$ cat src/rtl/mem_window_router.sv
// Core-side request router: steers one request at a time to local memory or the external bus
// by address window, with an external ack timeout and optional local address rebasing.
module mem_window_router #(
    parameter int unsigned     DATA_W       = 64,
    parameter int unsigned     ADDR_W       = 64,
    parameter longint unsigned WIN_BASE     = 64'd16384,
    parameter longint unsigned WIN_LIMIT    = 64'd20480,
    parameter int unsigned     LOCAL_AW     = 13,
    parameter bit              LOCAL_REBASE = 1'b0,
    parameter int unsigned     TIMEOUT      = 255
) (
    input  logic                clock,
    input  logic                reset,
    input  logic                core_req,
    input  logic                core_we,
    input  logic [ADDR_W-1:0]   core_addr,
    input  logic [DATA_W-1:0]   core_wdata,
    output logic                core_ready,
    output logic                core_done,
    output logic [DATA_W-1:0]   core_rdata,
    output logic                core_err,
    output logic                loc_read,
    output logic                loc_write,
    output logic [LOCAL_AW-1:0] loc_addr,
    output logic [DATA_W-1:0]   loc_wdata,
    input  logic [DATA_W-1:0]   loc_rdata,
    output logic                ext_read,
    output logic                ext_write,
    output logic [ADDR_W-1:0]   ext_addr,
    output logic [DATA_W-1:0]   ext_wdata,
    input  logic [DATA_W-1:0]   ext_rdata,
    input  logic                ext_ack
);

    typedef enum logic [2:0] {StIdle, StLocStb, StLocCap, StExtStb, StDone} state_t;

    localparam logic [15:0] CntLast = 16'(TIMEOUT - 1);

    state_t              state;
    logic [15:0]         cnt;
    logic                we_q;
    logic                in_win;
    logic [LOCAL_AW-1:0] loc_addr_next;

    assign in_win = (core_addr > ADDR_W'(WIN_BASE)) && (core_addr < ADDR_W'(WIN_LIMIT));

    // Subtracting in LOCAL_AW bits equals the truncated full-width difference.
    assign loc_addr_next = LOCAL_REBASE ? core_addr[LOCAL_AW-1:0] - LOCAL_AW'(WIN_BASE)
                                        : core_addr[LOCAL_AW-1:0];

    always_ff @(posedge clock or posedge reset) begin
        if (reset) begin
            state      <= StIdle;
            cnt        <= '0;
            we_q       <= 1'b0;
            core_ready <= 1'b1;
            core_done  <= 1'b0;
            core_rdata <= '0;
            core_err   <= 1'b0;
            loc_read   <= 1'b0;
            loc_write  <= 1'b0;
            loc_addr   <= '0;
            loc_wdata  <= '0;
            ext_read   <= 1'b0;
            ext_write  <= 1'b0;
            ext_addr   <= '0;
            ext_wdata  <= '0;
        end else begin
            case (state)
                StIdle: begin
                    if (core_req) begin
                        we_q       <= core_we;
                        core_ready <= 1'b0;
                        cnt        <= '0;
                        if (in_win) begin
                            state     <= StLocStb;
                            loc_read  <= ~core_we;
                            loc_write <= core_we;
                            loc_addr  <= loc_addr_next;
                            loc_wdata <= core_wdata;
                        end else begin
                            state     <= StExtStb;
                            ext_read  <= ~core_we;
                            ext_write <= core_we;
                            ext_addr  <= core_addr;
                            ext_wdata <= core_wdata;
                        end
                    end
                end
                StLocStb: begin
                    state     <= StLocCap;
                    loc_read  <= 1'b0;
                    loc_write <= 1'b0;
                    loc_addr  <= '0;
                    loc_wdata <= '0;
                end
                StLocCap: begin
                    state      <= StDone;
                    core_done  <= 1'b1;
                    core_err   <= 1'b0;
                    core_rdata <= we_q ? '0 : loc_rdata;
                end
                StExtStb: begin
                    // An ack on the last allowed cycle takes priority over the timeout.
                    if (ext_ack || cnt == CntLast) begin
                        state      <= StDone;
                        core_done  <= 1'b1;
                        core_err   <= ~ext_ack;
                        core_rdata <= (ext_ack && !we_q) ? ext_rdata : '0;
                        ext_read   <= 1'b0;
                        ext_write  <= 1'b0;
                        ext_addr   <= '0;
                        ext_wdata  <= '0;
                    end else begin
                        cnt <= cnt + 16'd1;
                    end
                end
                StDone: begin
                    state      <= StIdle;
                    cnt        <= '0;
                    core_done  <= 1'b0;
                    core_rdata <= '0;
                    core_err   <= 1'b0;
                    core_ready <= 1'b1;
                end
                default: state <= StIdle;
            endcase
        end
    end

endmodule
$ cat config.mk
export PLATFORM = sky130hd
export DESIGN_NAME = mem_window_router
export DESIGN_NICKNAME = d
export VERILOG_FILES = /design/src/rtl/mem_window_router.sv
export SDC_FILE = /design/constraint.sdc
export NUM_CORES = 1
export LEC_CHECK = 0
export BUFFER_PORTS_ARGS = -buffer_cell sky130_fd_sc_hd__buf_2
export CAP_MARGIN = 40
export CORE_AREA = 2 2 212 214
export CTS_BUF_LIST = sky130_fd_sc_hd__clkbuf_16
export DETAILED_ROUTE_END_ITERATION = 10
export DIE_AREA = 0 0 214 216
export PLACE_DENSITY = 0.51
export SKIP_LAST_GASP = 1
export SYNTH_ARGS = -nofsm -noshare
export SYNTH_HDL_FRONTEND = slang
export SYNTH_SLANG_ARGS = --single-unit
$ cat constraint.sdc
create_clock -name clock -period 25.7 [get_ports clock]
set_input_delay 5.14 -clock clock [delete_from_list [all_inputs] [get_ports clock]]
set_output_delay 5.14 -clock clock [all_outputs]
set_load 0.03 [all_outputs]
==> reports/metrics.cfg, run 1 <==
[critical_path]
reg2reg_from = state[0]
crit_type = input pin to flip-flop
critPathSlowestCell = nor4b_1
reg2reg_depth = 8
crit_chain = buf_2 -> nor4_1 -> nand4_1 -> nor4b_1 -> a31o_4 -> buf_4 -> buf_16 -> a22o_1
cp-end-kind = flip-flop
r2r_end = ext_wdata[36]
cp_data_arrival_time_ns = 8.44
required_ns = 26.15
cp_max_fo = 59
slowest_delay_ns = 0.77
reg2reg_slack_ns = 22.35
start_kind = input pin

[run_status]
status = finished clean

[power]
ir_drop_v = 0.00004674
leakagePower_nw = 8.137
cellPowerDensity_nw_per_um2 = 134.9
total_power_mw = 2.225

[floorplanning]
core_um2 = 43840
ioPinCount = 537
initial_core_util = 0.2774
die_h_um = 216
rows = 77
die_w_um = 214
die-area_um2 = 46220

[global_routing]
grt_max_degree = 169
gr-total-overflow = 0
track_usage = 0.1849
grt_pass1_vias = 11130
grt_pass1_wl_um = 67530
antenna_found_initial = 0

[yosys]
avgSynthCellArea_um2 = 11.06
yosys_warnings = 0
synthesis.nets = 1363
syn_area_um2 = 12160
ys_seq_elements = 296
yosysUniqueCellTypes = 54
async_flop_share = 1.000
seq_area_frac_synth = 0.6092
ys.flop_type = dfrtp_1
synth_cells = 1100
synth-edff-count = 0

[place]
hpwl_um = 30310
placed_cell_area_um2 = 15420
gp_congestion = 0.8555
portBuffers = 536

[detailed_routing]
vias = 10900
wl_um = 43830
wl_per_cell_um = 19.87
antenna_left = 0
via_per_inst = 4.942
route.detailed.drc = 0
first_pass_iters = 5
drt_iter0_markers = 755

[clock_tree]
cts_tree = done
cts-root-buf = clkbuf_16
cts-resized-gates = 0
clock_latency_ns = 0.54
ctsLongestPathBuffers = 3
postCtsSetupBuffers = 0
numClockSinks = 296
cts-buffers-inserted = 36
clkTransAtPathRegs_ns = 0.06
cts_max_level = 2
cts_hold_buffers = 0

[finish]
post_route_cells_drive_above_1_share = 0.3841
layout_commonest_cell = buf_2
antenna_cells = 0
ff_latch_area_um2 = 7408
multi_input_area_um2 = 4303
stdcell_area_um2 = 16490
nets = 1852
syn2layout_area_growth_pct = 35.62
layout_common_cells = 536 x buf_2, 295 x dfrtp_1, 130 x a22o_1
fillers = 4471

[sta]
hold_violations = 0
slew_headroom = 0.3311
final_max_slew_viol_count = 0
max_freq_mhz = 125.2
rsz0062_at_grt = false
setup_viol = 0
fin_skew_ns = 0.02323
period_minus_slack_ns = 7.985
fin_crit_sh = 0.3107
hold_ws_ns = 0.4601
setup_tns_ns = 0
tightest_slew_ns = 1.003

[min_path]
holdCritStartpoint = core_ready
whs_path_depth = 2
min_to = core_ready
hp-class = flip-flop to flip-flop

[flow_run]
cap_violations = 0

==> worst max path at each step <==
stage	endpoint	slack, ns	cells past startpoint	start
after floorplan	cnt[0]	12.39	1	reset
after global placement	ext_wdata[47]	17.09	7	core_addr[50]
after detailed placement	ext_addr[25]	17.18	8	core_addr[20]
after CTS	ext_addr[25]	17.75	8	core_addr[50]
after global routing	ext_addr[25]	17.45	8	core_addr[20]
final	ext_addr[25]	17.72	8	core_addr[50]
==> cell usage after synthesis (all sizes together) (2+ instances only) <==
cell type / instances / area [µm²]
or2: 2 / 12.52
and4: 3 / 26.28
nor4: 21 / 137.6
a31oi: 5 / 31.28
clkbuf: 71 / 267.8
a22o: 130 / 1139
o21ai: 87 / 435.4
nand4: 82 / 519.3
a22oi: 65 / 488.0
buf: 32 / 225.2
or3: 3 / 18.77
o211ai: 3 / 22.52
nor3b: 3 / 22.52
nor4b: 3 / 41.29
nand2: 98 / 367.9
a21oi: 72 / 360.4
and2: 3 / 18.77
o2111ai: 3 / 26.28
nand3: 6 / 30.03
and3: 2 / 12.51
nor2: 78 / 295.3
or4: 3 / 22.52
inv: 5 / 18.77
xor2: 4 / 35.03
ha: 2 / 25.02
dfrtp: 295 / 7382
nor3: 2 / 15.01
==> metal layers <==
metal	part of all wire	routed length [µm]	up-vias	GRT usage
li1	-	-	5072	-
met5	0	0	-	0
met4	0.023	999	0	0.05897
met1	0.43	18890	5395	0.2440
met2	0.48	21120	377	0.3001
met3	0.064	2821	59	0.04355
==> worst max-delay path: cells and delay by family <==
kind | cells | cell delay [ns]
AO/OA/AOI/OAI | 2 | 0.94
buffers and inverters | 3 | 0.85
AND/OR/NAND/NOR | 3 | 1.47
==> flip-flops by register name, summed over array words and instances (netlist names) <==
signal and flops:
core_err 1, ext_wdata 64, loc_write 1, state 3, loc_addr 13, loc_wdata 64
ext_addr 64, core_ready 1, cnt 16, loc_read 1, core_done 1, core_rdata 64
ext_read 1, ext_write 1, we_q 1
==> layout make-up <==
class,instances,area share
Timing Repair Buffer,554,0.1784
Sequential cell,296,0.4492
Inverter,5,0.001593
Tap cell,592,0.04491
Multi-Input combinational cell,696,0.2609
Clock buffer,37,0.05614
Clock inverter,26,0.008876
==> cells by family after synthesis <==
family	share of synthesized area
muxes	0.001749
buffers and inverters	0.04208
and+or+nand+nor	0.1310
AOI/OAI and AO/OA	0.2111
xor gates and xnor gates	0.002880
adders and majority gates	0.002057
DFF	0.6092
==> where the power goes <==
group / total, mW / switching, mW / leakage (nW) / internal [mW]
clock network: 0.472 / 0.202 / 0.558 / 0.270
registers: 0.730 / 0.0929 / 3.79 / 0.637
logic: 1.02 / 0.709 / 3.79 / 0.314
total: 2.22 / 1.00 / 8.14 / 1.22
==> stage by stage <==
step                std cells  setup WS (ns)  utilization
floorplan                1100          12.39            -
global placement         2137          17.09       0.3482
detailed placement       2143          17.18       0.3518
CTS                      2206          17.75       0.3763
global route             2206          17.45       0.3763
finish                   2206          17.72       0.3763
Power figures use the tool's default switching activity.
==> inputs of run 2 (changes only) <==
--- a/config.mk
+++ b/config.mk
@@ -5,13 +5,14 @@
 export SDC_FILE = /design/constraint.sdc
 export NUM_CORES = 1
 export LEC_CHECK = 0
+export ABC_AREA = 1
 export BUFFER_PORTS_ARGS = -buffer_cell sky130_fd_sc_hd__buf_2
 export CAP_MARGIN = 40
-export CORE_AREA = 2 2 212 214
+export CORE_AREA = 2 2 206 208
 export CTS_BUF_LIST = sky130_fd_sc_hd__clkbuf_16
 export DETAILED_ROUTE_END_ITERATION = 10
-export DIE_AREA = 0 0 214 216
-export PLACE_DENSITY = 0.51
+export DIE_AREA = 0 0 208 210
+export PLACE_DENSITY = 0.58
 export SKIP_LAST_GASP = 1
 export SYNTH_ARGS = -nofsm -noshare
 export SYNTH_HDL_FRONTEND = slang
==> constraint.sdc (replaced) <==
create_clock -name clock -period 7.2 [get_ports clock]
set_input_delay 1.44 -clock clock [delete_from_list [all_inputs] [get_ports clock]]
set_output_delay 1.44 -clock clock [all_outputs]
set_load 0.03 [all_outputs]
==> run 2 against run 1 <==
Wire length grew 11%; sequential share of layout area fell by 2.6 points; synthesized cell count is 49% higher; critical endpoint is now ext_wdata[45]; largest cell class unchanged.
==> reports/metrics.cfg, run 2 <==
[place]
hpwl_um = 34540  ; +14%
portBuffers = 536  ; unchanged
gp_congestion = 0.9042  ; +5.7%
place_ws_ns = 2.712  ; -14.46 ns

[critical_path]
start_kind = input pin
reg2reg_slack_ns = 3.50  ; -18.85 ns
reg2reg_from = cnt[0]
crit_path_start = core_addr[21]
cp-end-kind = flip-flop
cp_max_fo = 92  ; +56%
crit_type = input pin to flip-flop
required_ns = 7.64  ; -18.51 ns
cp_data_arrival_time_ns = 4.47  ; -3.97 ns

[clock_tree]
ctsLongestPathBuffers = 3  ; unchanged
cts_tree = done
cts_hold_buffers = 0  ; unchanged
cts-resized-gates = 0  ; unchanged
cts-buffers-inserted = 36  ; unchanged
cts-root-buf = clkbuf_16
clkTransAtPathRegs_ns = 0.06  ; about the same
clock_latency_ns = 0.54  ; about the same
cts_max_level = 2  ; unchanged
numClockSinks = 296  ; unchanged
postCtsSetupBuffers = 0  ; unchanged

[global_routing]
grt_max_degree = 143  ; -15%
track_usage = 0.2147  ; +0.02982
antenna_found_initial = 18  ; +18
grt_pass1_vias = 12530  ; +13%
gr-total-overflow = 0  ; unchanged
grt_pass1_wl_um = 73280  ; +8.5%

[power]
ir_drop_v = 0.0002957  ; +530%
cellPowerDensity_nw_per_um2 = 470.0  ; +250%
total_power_mw = 8.224  ; +270%
leakagePower_nw = 9.886  ; +21%

[finish]
nets = 2387  ; +29%
fillers = 4274  ; -4.4%
layout_common_cells = 536 x buf_2, 484 x nand2_1, 295 x dfrtp_1
layout_commonest_cell = buf_2
syn2layout_area_growth_pct = 30.52
post_route_cells_drive_above_1_share = 0.2860  ; -0.09809

[detailed_routing]
via_per_inst = 4.812  ; -2.6%
antenna_left = 0  ; unchanged
first_pass_iters = 5  ; unchanged
route.detailed.drc = 0  ; unchanged
wl_per_cell_um = 18.03  ; -9.2%
vias = 12930  ; +19%
wl_um = 48450  ; +11%
drt_iter0_markers = 1060  ; +40%

[yosys]
synthesis.nets = 1907  ; +40%
synth_commonest_cells = 487 x nand2_1, 295 x dfrtp_1, 186 x nor2_1
ys.flop_type = dfrtp_1
yosys_warnings = 0  ; unchanged
synth_area_leaders = dfrtp_1 55%, nand2_1 14%, nor2_1 5.2%
syn_area_um2 = 13410  ; +10%
avgSynthCellArea_um2 = 8.156  ; -26%
synth_top_area_frac = 0.5506  ; -0.05642
async_flop_share = 1.000  ; unchanged
synth_cells = 1644  ; +49%
yosys.area.top_type = dfrtp_1
seq_area_frac_synth = 0.5525  ; -0.05662
yosysMostFrequentCell = nand2_1
ys_seq_elements = 296  ; unchanged
synth-edff-count = 0  ; unchanged
yosysUniqueCellTypes = 31  ; -43%

[run_status]
status = finished clean

[min_path]
holdCritStartpoint = loc_wdata[58]
hp-class = flip-flop to flip-flop

[floorplanning]
die-area_um2 = 43680  ; -5.5%
die_h_um = 210  ; -2.8%
core_um2 = 41480  ; -5.4%
initial_core_util = 0.3233  ; +0.04582
ioPinCount = 537  ; unchanged
rows = 75  ; -2.6%
die_w_um = 208  ; -2.8%

[sta]
max_freq_mhz = 248.5
final_max_slew_viol_count = 0  ; unchanged
setup_ws_ns = 3.176  ; -14.54 ns
rsz0062_at_grt = false
tightest_slew_ns = 0.9296  ; -0.07378 ns
period_minus_slack_ns = 4.024
slew_headroom = 0.3803  ; +0.04919
hold_violations = 0  ; unchanged
fin_crit_sh = 0.5589
setup_tns_ns = 0  ; unchanged
setup_viol = 0  ; unchanged
fin_skew_ns = 0.01001  ; -0.01321 ns

[flow_run]
cap_violations = 0  ; unchanged

[run 2: changes by cell type after synthesis, moves of 65 or more]
cell     previous run  this run
a22oi_1            65         0
nor2_1             77       186
inv_1               5       153
nand2_1            98       487
o21ai_1             8       133
a22o_1            130         0
o21ai_0            79        10
[run 2: kinds of logic (layout without fill, tap and decap cells)]
group / Yosys count / count (layout) / synth area share
AO/OA/AOI/OAI: 276 / 276 / 0.1095
adder cells (fa/ha/maj): 2 / 2 / 0.001866
XOR/XNOR: 11 / 11 / 0.007185
flip-flops: 296 / 296 / 0.5525
other: 0 / 5 / 0
buffers and inverters: 266 / 765 / 0.08529
AND/OR/NAND/NOR: 793 / 793 / 0.2437
[run 2: layer usage]
| layer | wire (µm) | track usage | up-vias | share of wire |
|---|---|---|---|---|
| met2 | 23090 | 0.3570 | 551 | 0.48 |
| met4 | 1797 | 0.08902 | 10 | 0.037 |
| li1 | - | - | 6247 | - |
| met3 | 4399 | 0.06734 | 99 | 0.091 |
| met5 | 60 | 0 | - | 0.0012 |
| met1 | 19100 | 0.2587 | 6022 | 0.39 |
[run 2: where the power goes]
group	total, mW	internal [mW]	switching [mW]
Combinational	4.04	1.09	2.95
Clock	1.61	0.901	0.713
Sequential	2.57	2.27	0.301
Total	8.22	4.26	3.97
[run 2: worst max-delay path: stages]
cell	delay (ns)
buf_2	0.10
nor2_1	0.10
nand2_1	0.07
nor2_1	0.15
nand2_1	0.12
nor2_1	0.24
nand4_1	0.28
nand2_8	0.46
buf_16	0.35
buf_4	0.72
nand2_1	0.13
o21ai_1	0.11
[run 2: final cells by class]
class | instances | area [µm²] | area share
clock inverter | 21 | 105.1 | 0.006006
inverter | 155 | 585.6 | 0.03346
multi-input combinational | 1082 | 4900 | 0.2800
clock buffer | 36 | 900.9 | 0.05148
antenna | 5 | 12.51 | 0.0007150
timing repair buffer | 553 | 2913 | 0.1665
tap | 539 | 674.4 | 0.03854
sequential | 296 | 7408 | 0.4234
[run 2: stage by stage]
stage | util | std cells | hold WS [ns] | instance area, µm²
6_report | 0.4219 | 2687 | 0.4638 | 17500
5_1_grt | 0.4219 | 2687 | 0.4855 | 17500
4_1_cts | 0.4216 | 2682 | 0.4627 | 17490
3_5_place_dp | 0.3973 | 2625 | 0.4539 | 16480
3_3_place_gp | 0.3946 | 2620 | 0.4488 | 16370
2_1_floorplan | - | 1644 | 0.4911 | 13410
[run 2: path summary, 6_finish.rpt]
path                       cells after the start             to
setup / recovery                              12  ext_wdata[45]
hold / removal                                 2  loc_wdata[58]
setup reg to reg                              14  ext_wdata[45]
hold reg to reg                                2  loc_wdata[58]
max in group asynchronous                      3  core_rdata[5]
min in group asynchronous                      2   ext_addr[26]
==> inputs of run 3 (changes only) <==
--- a/config.mk
+++ b/config.mk
@@ -5,14 +5,14 @@
 export SDC_FILE = /design/constraint.sdc
 export NUM_CORES = 1
 export LEC_CHECK = 0
-export ABC_AREA = 1
+export ABC_AREA = 0
 export BUFFER_PORTS_ARGS = -buffer_cell sky130_fd_sc_hd__buf_2
 export CAP_MARGIN = 40
-export CORE_AREA = 2 2 206 208
+export CORE_AREA = 2 2 212 214
 export CTS_BUF_LIST = sky130_fd_sc_hd__clkbuf_16
 export DETAILED_ROUTE_END_ITERATION = 10
-export DIE_AREA = 0 0 208 210
-export PLACE_DENSITY = 0.58
+export DIE_AREA = 0 0 214 216
+export PLACE_DENSITY = 0.51
 export SKIP_LAST_GASP = 1
 export SYNTH_ARGS = -nofsm -noshare
 export SYNTH_HDL_FRONTEND = slang
==> constraint.sdc (replaced) <==
create_clock -name clock -period 3.85 [get_ports clock]
set_input_delay 0.77 -clock clock [delete_from_list [all_inputs] [get_ports clock]]
set_output_delay 0.77 -clock clock [all_outputs]
set_load 0.03 [all_outputs]
==> run 3 against run 2 <==
Combinational power is 69% higher; setup slack worse by 2.0 ns; hold slack worse by 0.20 ns; wire length is 7.9% lower; cell count is 17% lower; die area is 5.8% higher; sequential share of layout area is 2.0 points higher; flip-flop and latch count stayed put; clock-buffer cell count is 3 higher; critical path depth is 4 lower; power is 84% higher; global-route usage is 2.7 points lower; critical path type is now flip-flop to flip-flop; largest power group unchanged.
==> reports/metrics.cfg, run 3 (synthesized netlist as in run 1, its figures left out) <==
[run_status]
status = finished clean

[sta]
final_max_slew_viol_count = 0  ; unchanged
rsz0062_at_grt = false
period_minus_slack_ns = 2.701
fin_crit_sh = 0.7016
fin_skew_ns = 0.009875  ; -0.0001391 ns
slew_headroom = 0.4445  ; +0.06420
max_freq_mhz = 370.2
hold_violations = 0  ; unchanged
setup_viol = 0  ; unchanged
setup_ws_ns = 1.149  ; -2.027 ns
tightest_slew_ns = 0.8313  ; -0.09828 ns
setup_tns_ns = 0  ; unchanged

[critical_path]
reg2reg_slack_ns = 1.15  ; -2.35 ns
start_kind = flip-flop
cp_max_fo = 26  ; -72%
cp-end-kind = flip-flop
required_ns = 4.27  ; -3.37 ns
crit_type = flip-flop to flip-flop
cp_data_arrival_time_ns = 3.12  ; -1.35 ns

[clock_tree]
cts_hold_buffers = 0  ; unchanged
clkTransAtPathRegs_ns = 0.06  ; about the same
cts_max_level = 2  ; unchanged
cts_tree = done
cts-resized-gates = 0  ; unchanged
numClockSinks = 296  ; unchanged
cts-root-buf = clkbuf_16
clock_latency_ns = 0.53  ; about the same
postCtsSetupBuffers = 0  ; unchanged
cts-buffers-inserted = 37  ; +2.8%
ctsLongestPathBuffers = 3  ; unchanged

[detailed_routing]
wl_um = 44620  ; -7.9%
via_per_inst = 4.890  ; +1.6%
first_pass_iters = 5  ; unchanged
vias = 10840  ; -16%
drt_iter0_markers = 740  ; -30%
route.detailed.drc = 0  ; unchanged
antenna_left = 0  ; unchanged
wl_per_cell_um = 20.13  ; +12%

[place]
gp_congestion = 0.8948  ; -1.0%
portBuffers = 536  ; unchanged
hpwl_um = 31010  ; -10%
place_ws_ns = 0.7339  ; -1.978 ns

[global_routing]
grt_pass1_vias = 11140  ; -11%
grt_pass1_wl_um = 68110  ; -7.1%
antenna_found_initial = 4  ; -14
grt_max_degree = 131  ; -8.4%
gr-total-overflow = 0  ; unchanged
track_usage = 0.1882  ; -0.02656

[power]
pwr-share-comb = 0.452  ; -0.040
swShare = 0.4446  ; -0.03779
p_clk_frac = 0.224  ; +0.028
p_switching_mw = 6.720  ; +69%
total_power_mw = 15.11  ; +84%
intPower_mw = 8.393  ; +97%
ir_drop_v = 0.0004622  ; +56%
cellPowerDensity_nw_per_um2 = 904.5  ; +92%
p_seq_frac = 0.324  ; +0.012
leakagePower_nw = 8.215  ; -17%

[floorplanning]
die_h_um = 216  ; +2.9%
die_w_um = 214  ; +2.9%
rows = 77  ; +2.7%
ioPinCount = 537  ; unchanged
die-area_um2 = 46220  ; +5.8%
core_um2 = 43840  ; +5.7%
initial_core_util = 0.2774  ; -0.04582

[min_path]
hp-class = input pin to async pin

[flow_run]
cap_violations = 0  ; unchanged

[finish]
layout_common_cells = 536 x buf_2, 295 x dfrtp_1, 130 x a22o_1
fin_util = 0.3811  ; -0.04077
nets = 1859  ; -22%
post_route_cells_drive_above_1_share = 0.3888  ; +0.1027
syn2layout_area_growth_pct = 37.38
layout_commonest_cell = buf_2

[run 3: cell count changes in the layout (fill, tap and decap cells not counted), sizes merged, moves of 9 or more]
cell	change
o21ai	-56
nor4	+21
clkinv	+9
inv	-155
a22o	+130
nand2	-392
nor2	-112
a22oi	+65
nand3	-11
o22ai	-63
[run 3: area by class of cell]
cell class,count,area [µm²]
flip-flops and latches,296,7408
fillers,4421,27130
well taps,592,740.7
inverters,5,22.52
clock inverters,27,198.9
diodes,2,5.005
multi-input cells,696,4303
clock buffers,39,975.9
repair buffers,560,3053
[run 3: worst paths after layout]
path,start,cells past startpoint,endpoint
worst max-delay path,cnt[0],8,ext_wdata[13]
worst min register to register,core_ready,2,core_ready
min in group clock,core_ready,2,core_ready
worst min-delay path,reset,2,ext_wdata[13]
worst max register to register,cnt[0],8,ext_wdata[13]
max in group asynchronous,reset,4,ext_addr[2]
[run 3: worst max-delay path: stages, from the launching register on]
cell and delay (ns):
dfrtp_1 0.39, inv_1 0.10, ha_1 0.17, nor4b_4 0.28, nand4_2 0.26, a221o_1 0.47, a31o_4 0.38, buf_4 0.27
a22o_1 0.25
[run 3: metal layers]
layer / routed length, µm / share of wire / global-route usage / vias to the layer above
li1: - / - / - / 5092
met1: 18480 / 0.41 / 0.2402 / 5268
met2: 21590 / 0.48 / 0.3053 / 410
met3: 3284 / 0.074 / 0.05215 / 70
met4: 1253 / 0.028 / 0.06853 / 2
met5: 13 / 0.00029 / 0 / -
[run 3: through the flow]
stage,hold slack [ns],area [µm²],instances
floorplan,0.4555,12170,1100
global placement,0.4478,15430,2145
detailed placement,0.4607,15530,2149
CTS,0.2372,16700,2215
global route,0.2784,16700,2216
finish,0.2657,16710,2217
[run 3: power by group through the flow]
stage	sequential (mW)	clock, mW	combinational (mW)
5_1_grt	5.03	3.63	7.32
2_1_floorplan	6.98	0	2.60
4_1_cts	4.89	3.51	6.93
3_5_place_dp	4.91	0	6.94
6_report	4.89	3.39	6.84
3_3_place_gp	4.91	0	6.76
